--- src/rtl/qgate_pkg.sv ---
// Shared constants and helpers for the single-qubit gate engine.
// Gate encodings, the 1/sqrt(2) scale factor and a saturating clamp.
package qgate_pkg;

  localparam logic [1:0] QG_I = 2'd0;
  localparam logic [1:0] QG_X = 2'd1;
  localparam logic [1:0] QG_Z = 2'd2;
  localparam logic [1:0] QG_H = 2'd3;

  localparam int SAT_W = 66;

  typedef struct packed {
    logic        sat;
    logic [31:0] val;
  } sat_t;

  // round(2^frac / sqrt(2)) == round(sqrt(2^(2*frac+1)) / 2)
  function automatic logic [63:0] inv_sqrt2_q(input int frac);
    logic [63:0] n;
    logic [63:0] r;
    logic [63:0] t;
    n = 64'd1 << (2 * frac + 1);
    r = '0;
    for (int i = 31; i >= 0; i--) begin
      t = r | (64'd1 << i);
      if (t * t <= n) r = t;
    end
    return (r + 64'd1) >> 1;
  endfunction

  function automatic sat_t sat_trunc(
    input logic signed [SAT_W-1:0] v,
    input int                      w
  );
    logic signed [SAT_W-1:0] hi;
    logic signed [SAT_W-1:0] lo;
    sat_t r;
    hi = (SAT_W'(1) <<< (w - 1)) - SAT_W'(1);
    lo = -hi - SAT_W'(1);
    r.sat = 1'b0;
    r.val = v[31:0];
    if (v > hi) begin
      r.sat = 1'b1;
      r.val = hi[31:0];
    end else if (v < lo) begin
      r.sat = 1'b1;
      r.val = lo[31:0];
    end
    return r;
  endfunction

endpackage

--- src/rtl/qgate_scale_sat.sv ---
// One Hadamard lane: multiply by K, round half up, clamp to WIDTH.
// Input is the WIDTH+1 bit sum or difference from stage 1.
module qgate_scale_sat #(
  parameter int WIDTH = 32,
  parameter int FRAC  = 16
) (
  input  logic signed [WIDTH:0]   a,
  output logic        [WIDTH-1:0] y,
  output logic                    sat
);
  import qgate_pkg::*;

  localparam int PW = WIDTH + FRAC + 3;
  localparam logic signed [PW-1:0] K =
    PW'(inv_sqrt2_q(FRAC));
  localparam logic signed [PW-1:0] RND =
    PW'((64'd1 << FRAC) >> 1);

  logic signed [PW-1:0] prod;
  logic signed [PW-1:0] rnd;
  sat_t r;

  always_comb begin
    prod = PW'(a) * K;
    rnd  = (prod + RND) >>> FRAC;
    r    = sat_trunc(SAT_W'(rnd), WIDTH);
    y    = WIDTH'(r.val);
    sat  = r.sat;
  end

endmodule

--- src/rtl/qgate_pipe.sv ---
// Two-stage streaming gate engine (I, X, Z, H) on an amplitude pair.
// Valid/ready on both sides; results are rounded and saturated.
module qgate_pipe #(
  parameter int WIDTH = 32,
  parameter int FRAC  = 16
) (
  input  logic             clk,
  input  logic             rst,
  input  logic             in_valid,
  output logic             in_ready,
  input  logic [1:0]       in_mode,
  input  logic [WIDTH-1:0] in_alpha,
  input  logic [WIDTH-1:0] in_beta,
  output logic             out_valid,
  input  logic             out_ready,
  output logic [WIDTH-1:0] out_alpha,
  output logic [WIDTH-1:0] out_beta,
  output logic             out_sat,
  output logic             ovf_sticky,
  input  logic             ovf_clr
);
  import qgate_pkg::*;

  logic s1_v;
  logic s2_v;
  logic s1_load;
  logic s2_load;
  logic [1:0] s1_mode;
  logic signed [WIDTH:0] s1_a;
  logic signed [WIDTH:0] s1_b;
  logic signed [WIDTH:0] ea;
  logic signed [WIDTH:0] eb;
  logic signed [WIDTH:0] n_a;
  logic signed [WIDTH:0] n_b;
  logic [WIDTH-1:0] h_a;
  logic [WIDTH-1:0] h_b;
  logic [WIDTH-1:0] d_a;
  logic [WIDTH-1:0] d_b;
  logic h_sa;
  logic h_sb;
  logic d_sat;
  sat_t ta;
  sat_t tb;

  assign s2_load   = !s2_v || out_ready;
  assign s1_load   = !s1_v || s2_load;
  assign in_ready  = s1_load;
  assign out_valid = s2_v;

  always_comb begin
    ea  = {in_alpha[WIDTH-1], in_alpha};
    eb  = {in_beta[WIDTH-1], in_beta};
    n_a = ea;
    n_b = eb;
    unique case (1'b1)
      (in_mode == QG_H): begin
        n_a = ea + eb;
        n_b = ea - eb;
      end
      (in_mode == QG_X): begin
        n_a = eb;
        n_b = ea;
      end
      (in_mode == QG_Z): n_b = -eb;
      default: ;
    endcase
  end

  always_ff @(posedge clk or posedge rst) begin
    if (rst) s1_v <= 1'b0;
    else if (s1_load) s1_v <= in_valid;
  end

  always_ff @(posedge clk) begin
    if (s1_load && in_valid) begin
      s1_mode <= in_mode;
      s1_a    <= n_a;
      s1_b    <= n_b;
    end
  end

  qgate_scale_sat #(.WIDTH(WIDTH), .FRAC(FRAC)) u_sa (
    .a   (s1_a),
    .y   (h_a),
    .sat (h_sa)
  );

  qgate_scale_sat #(.WIDTH(WIDTH), .FRAC(FRAC)) u_sb (
    .a   (s1_b),
    .y   (h_b),
    .sat (h_sb)
  );

  // only Z of the most negative beta can exceed WIDTH off the H path
  always_comb begin
    ta = sat_trunc(SAT_W'(s1_a), WIDTH);
    tb = sat_trunc(SAT_W'(s1_b), WIDTH);
    if (s1_mode == QG_H) begin
      d_a   = h_a;
      d_b   = h_b;
      d_sat = h_sa || h_sb;
    end else begin
      d_a   = WIDTH'(ta.val);
      d_b   = WIDTH'(tb.val);
      d_sat = ta.sat || tb.sat;
    end
  end

  always_ff @(posedge clk or posedge rst) begin
    if (rst) begin
      s2_v      <= 1'b0;
      out_alpha <= '0;
      out_beta  <= '0;
      out_sat   <= 1'b0;
    end else if (s2_load) begin
      s2_v <= s1_v;
      if (s1_v) begin
        out_alpha <= d_a;
        out_beta  <= d_b;
        out_sat   <= d_sat;
      end
    end
  end

  always_ff @(posedge clk or posedge rst) begin
    if (rst) ovf_sticky <= 1'b0;
    else if (out_valid && out_ready && out_sat) ovf_sticky <= 1'b1;
    else if (ovf_clr) ovf_sticky <= 1'b0;
  end

endmodule

--- config.mk ---
export PLATFORM = sky130hd
export DESIGN_NAME = qgate_pipe
export DESIGN_NICKNAME = d
export VERILOG_FILES = /design/src/rtl/qgate_pkg.sv /design/src/rtl/qgate_scale_sat.sv /design/src/rtl/qgate_pipe.sv
export SDC_FILE = /design/constraint.sdc
export NUM_CORES = 2
export LEC_CHECK = 0
export BUFFER_PORTS_ARGS = -buffer_cell sky130_fd_sc_hd__buf_2
export CORE_ASPECT_RATIO = 0.7
export CORE_MARGIN = 10
export CORE_UTILIZATION = 60
export CTS_CLUSTER_SIZE = 28
export DETAILED_ROUTE_END_ITERATION = 10
export PLACE_DENSITY = 0.79
export SLEW_MARGIN = 20
export SYNTH_ARGS = -nofsm -noshare
export SYNTH_HDL_FRONTEND = slang
export SYNTH_SLANG_ARGS = --single-unit
--- constraint.sdc ---
create_clock -name clk -period 7.8 [get_ports clk]
set_input_delay 1.56 -clock clk [delete_from_list [all_inputs] [get_ports clk]]
set_output_delay 1.56 -clock clk [all_outputs]
set_load 0.01 [all_outputs]
==> reports/metrics.yaml <==
outcome:
  outcome: "completed"
finish:
  drive_gt1_share_pct: 7.54
  nFillCells: 3990
  fin_nets: 4332
  syn_to_final_growth_pct: 6.84
  final_cells: 4077
die:
  pin_count: 139
  row_count: 67
  die-width_um: 284
  die_h_um: 205
  design.core.area_mm2: 0.0480
  dieArea_mm2: 0.0580
  initial_core_util_pct: 60.9
synthesis:
  muxShareOfSynthArea_pct: 0.934
  syn-num-nets: 4248
  synth_simple_gate_area_share_pct: 8.58
  synthMostInstantiatedCell: "inv_1"
  synth_xor_area_share_pct: 4.56
  synth-compound-area-share_pct: 16.2
  yosys.area.top_type: "fa_1"
  synth_seq_cells: 136
  synth.lib_cells_used.distinct: 74
  synthTopCellsByCount: "inv_1 (775), ha_1 (531), fa_1 (332)"
  yosysWarnings: 0
  synth_top_cell_area_share_pct: 22.8
  ys_seq_area_share_pct: 12.8
  postSynthAreaPerCell_um2: 8.81
  async_flop_share_pct: 50.0
  synthAdderAreaFrac_pct: 45.5
  synthTopCellsByArea: "fa_1 (23%), ha_1 (23%), inv_1 (10%)"
  synth_top_family_by_area: "adder cells"
  netlist_area_mm2: 0.0292
  synth_ff_type: "edfxtp_1"
  syn_inst: 3314
  synth-edff-count: 68
drt:
  first_pass_iters: 7
  maxUsedRoutingLayer: "met5"
  vias_per_cell: 5.84
  wl_met3_mm: 9.78
  drcViolationCount: 0
  avgRoutedWirePerCell_um: 20.1
  wirelength_mm: 81.8
  wl_met1_mm: 36.0
  vias: 23800
  dr_wl_met2_mm: 34.0
  ant_nets: 0
  drt_iter0_markers: 2403
clocking:
  cts_tree: "done"
  h-tree-depth: 4
  cts.clk_slew.worst_paths_ps: 60
  cts-root-buf: "clkbuf_16"
  clk_latency_ps: 470
  hold_buffers: 0
  cts_buffers: 17
  clock_path_buffers: 2
  cts.sinks: 136
hold_path:
  min_delay_worst_endpoint: "out_alpha[31]"
  hold_depth: 1
  hold_class: "flip-flop to flip-flop"
  hold_start: "out_alpha[31]"
sta:
  fmax_ghz: 0.132
  maxSlewHeadroom_pct: 11.3
  setup-tns-final_ps: 0
  finalMaxSlewViolations: 0
  min_period_ps: 7560
  finalSetupViolCount: 0
  rsz0062_at_grt: "false"
  worstMarginPinSlew_ps: 1300
  worst_clock_skew_ps: 10.5
  final-hold-violation-count: 0
  post-route-period-util_pct: 96.9
critical_path:
  cp_cell_sequence: "ha_1, inv_1, fa_1, inv_1, fa_1, fa_1, fa_1, inv_1, fa_1, inv_1, ha_1, nand2_1, o21bai_1, a211oi_1, o31ai_1, nor3_2, o41ai_1, xnor2_1, o21ai_0, a221o_1, a21boi_4, buf_12, a211oi_2"
  crit_path_max_incr_delay_ps: 620
  rr_worst_depth: 23
  crit_slowest_cell: "edfxtp_1"
  crit_path_end_kind: "flip-flop"
  rrSetupSlack_ps: 240
  r2r-start: "s1_b[16]"
  cpMostUsedCell: "fa_1"
  worstPathRequired_ps: 8130
  path_max_fanout: 21
  critPathLaunchType: "flip-flop"
  critical_path_class: "flip-flop to flip-flop"
  r2r-end: "out_beta[9]"
  arrival_ps: 7890
global_route:
  track_usage_pct: 28.2
  grt_pass1_wl_mm: 130
  grt_max_degree: 85
  grt_pass1_vias: 23600
  overflow: 0
  antenna_found_initial: 19
run:
  cap_violations: 0
place:
  numPortBuffers: 138
  place.detailed.hpwl_mm: 67.1
  place_congestion: 0.979
  dp_cells: 4029
[state kept, by name, summed over array words and instances (netlist names)]
register	flops
s1_a	33
s1_b	33
out_alpha	32
out_beta	32
s1_mode	2
out_sat	1
out_valid	1
ovf_sticky	1
s1_v	1
[cells by family (layout without fill, tap and decap cells)]
| logic type | Yosys count | after routing |
|---|---|---|
| buf+inv | 881 | 977 |
| fa+ha+maj | 863 | 863 |
| compound gates | 729 | 729 |
| simple gates | 529 | 529 |
| xor+xnor | 152 | 152 |
| flops | 136 | 136 |
| mux | 24 | 24 |
| other cells | 0 | 12 |
[area by class of cell]
class                           count  area, um2  area share, %
Multi-Input combinational cell   2297      22200           71.1
Sequential cell                   136       3740           12.0
Inverter                          776       2910           9.34
Timing Repair Buffer              170        946           3.03
Tap cell                          655        820           2.63
Clock buffer                       25        517           1.66
Clock inverter                      6       63.8          0.205
Antenna cell                       12       30.0         0.0962
[repair_timing]
| item | in CTS | in global routing |
|---|---|---|
| setup endpoints to repair | 0 | 52 |
| resized for setup | 0 | 4 |
| endpoints found under the hold margin | 0 | 0 |
| buffers inserted | 0 | 5 |
[critical path: cells and delay by family (launching register included)]
| family | cells | cell delay [ps] |
|---|---|---|
| adder cells (fa/ha/maj) | 7 | 3340 |
| buffers and inverters | 5 | 430 |
| flip-flops | 1 | 620 |
| XOR/XNOR | 1 | 250 |
| AO/OA/AOI/OAI | 8 | 2480 |
| AND/OR/NAND/NOR | 2 | 290 |
[metrics by stage]
step                cell area [um2]  hold slack (ps)  worst slack [ps]  util (%)
finish                        31200              484               244      65.1
global route                  31200              515              8.81      65.1
CTS                           31100              490               245      64.9
detailed placement            30500              475               270      63.7
global placement              30500              469               302      63.7
floorplan                     29200              449               611         -
[cell usage in the layout, fill, tap and decap left out, types with 32 or more instances in the layout]
master	instances
a211oi_1	60
a21o_1	67
a21oi_1	265
buf_2	137
buf_4	32
dfrtp_1	68
edfxtp_1	68
fa_1	332
ha_1	531
inv_1	774
nand2_1	134
nand3_1	46
nand4_1	32
nor2_1	162
nor3_1	38
o21ai_0	128
o21bai_1	34
xnor2_1	117
xor2_1	35
[per-layer routing]
layer,vias to the layer above,GRT usage (%)
li1,11200,-
met1,11400,38.6
met2,1039,41.2
met3,137,10.4
met4,12,7.94
met5,-,0
[worst max-delay path by stage]
stage,start,endpoint,slack (ps),depth (start not counted)
finish,s1_b[16],out_beta[9],240,23
global route,s1_a[17],out_alpha[19],9,24
CTS,s1_a[12],out_alpha[24],240,25
detailed placement,s1_a[17],out_alpha[24],270,24
global placement,s1_a[9],out_alpha[17],300,25
floorplan,s1_a[32],out_alpha[10],610,23
Power is left out: the tool's default activity adds up to more than one toggle a clock period on the data nets, which glitch-free logic cannot reach.
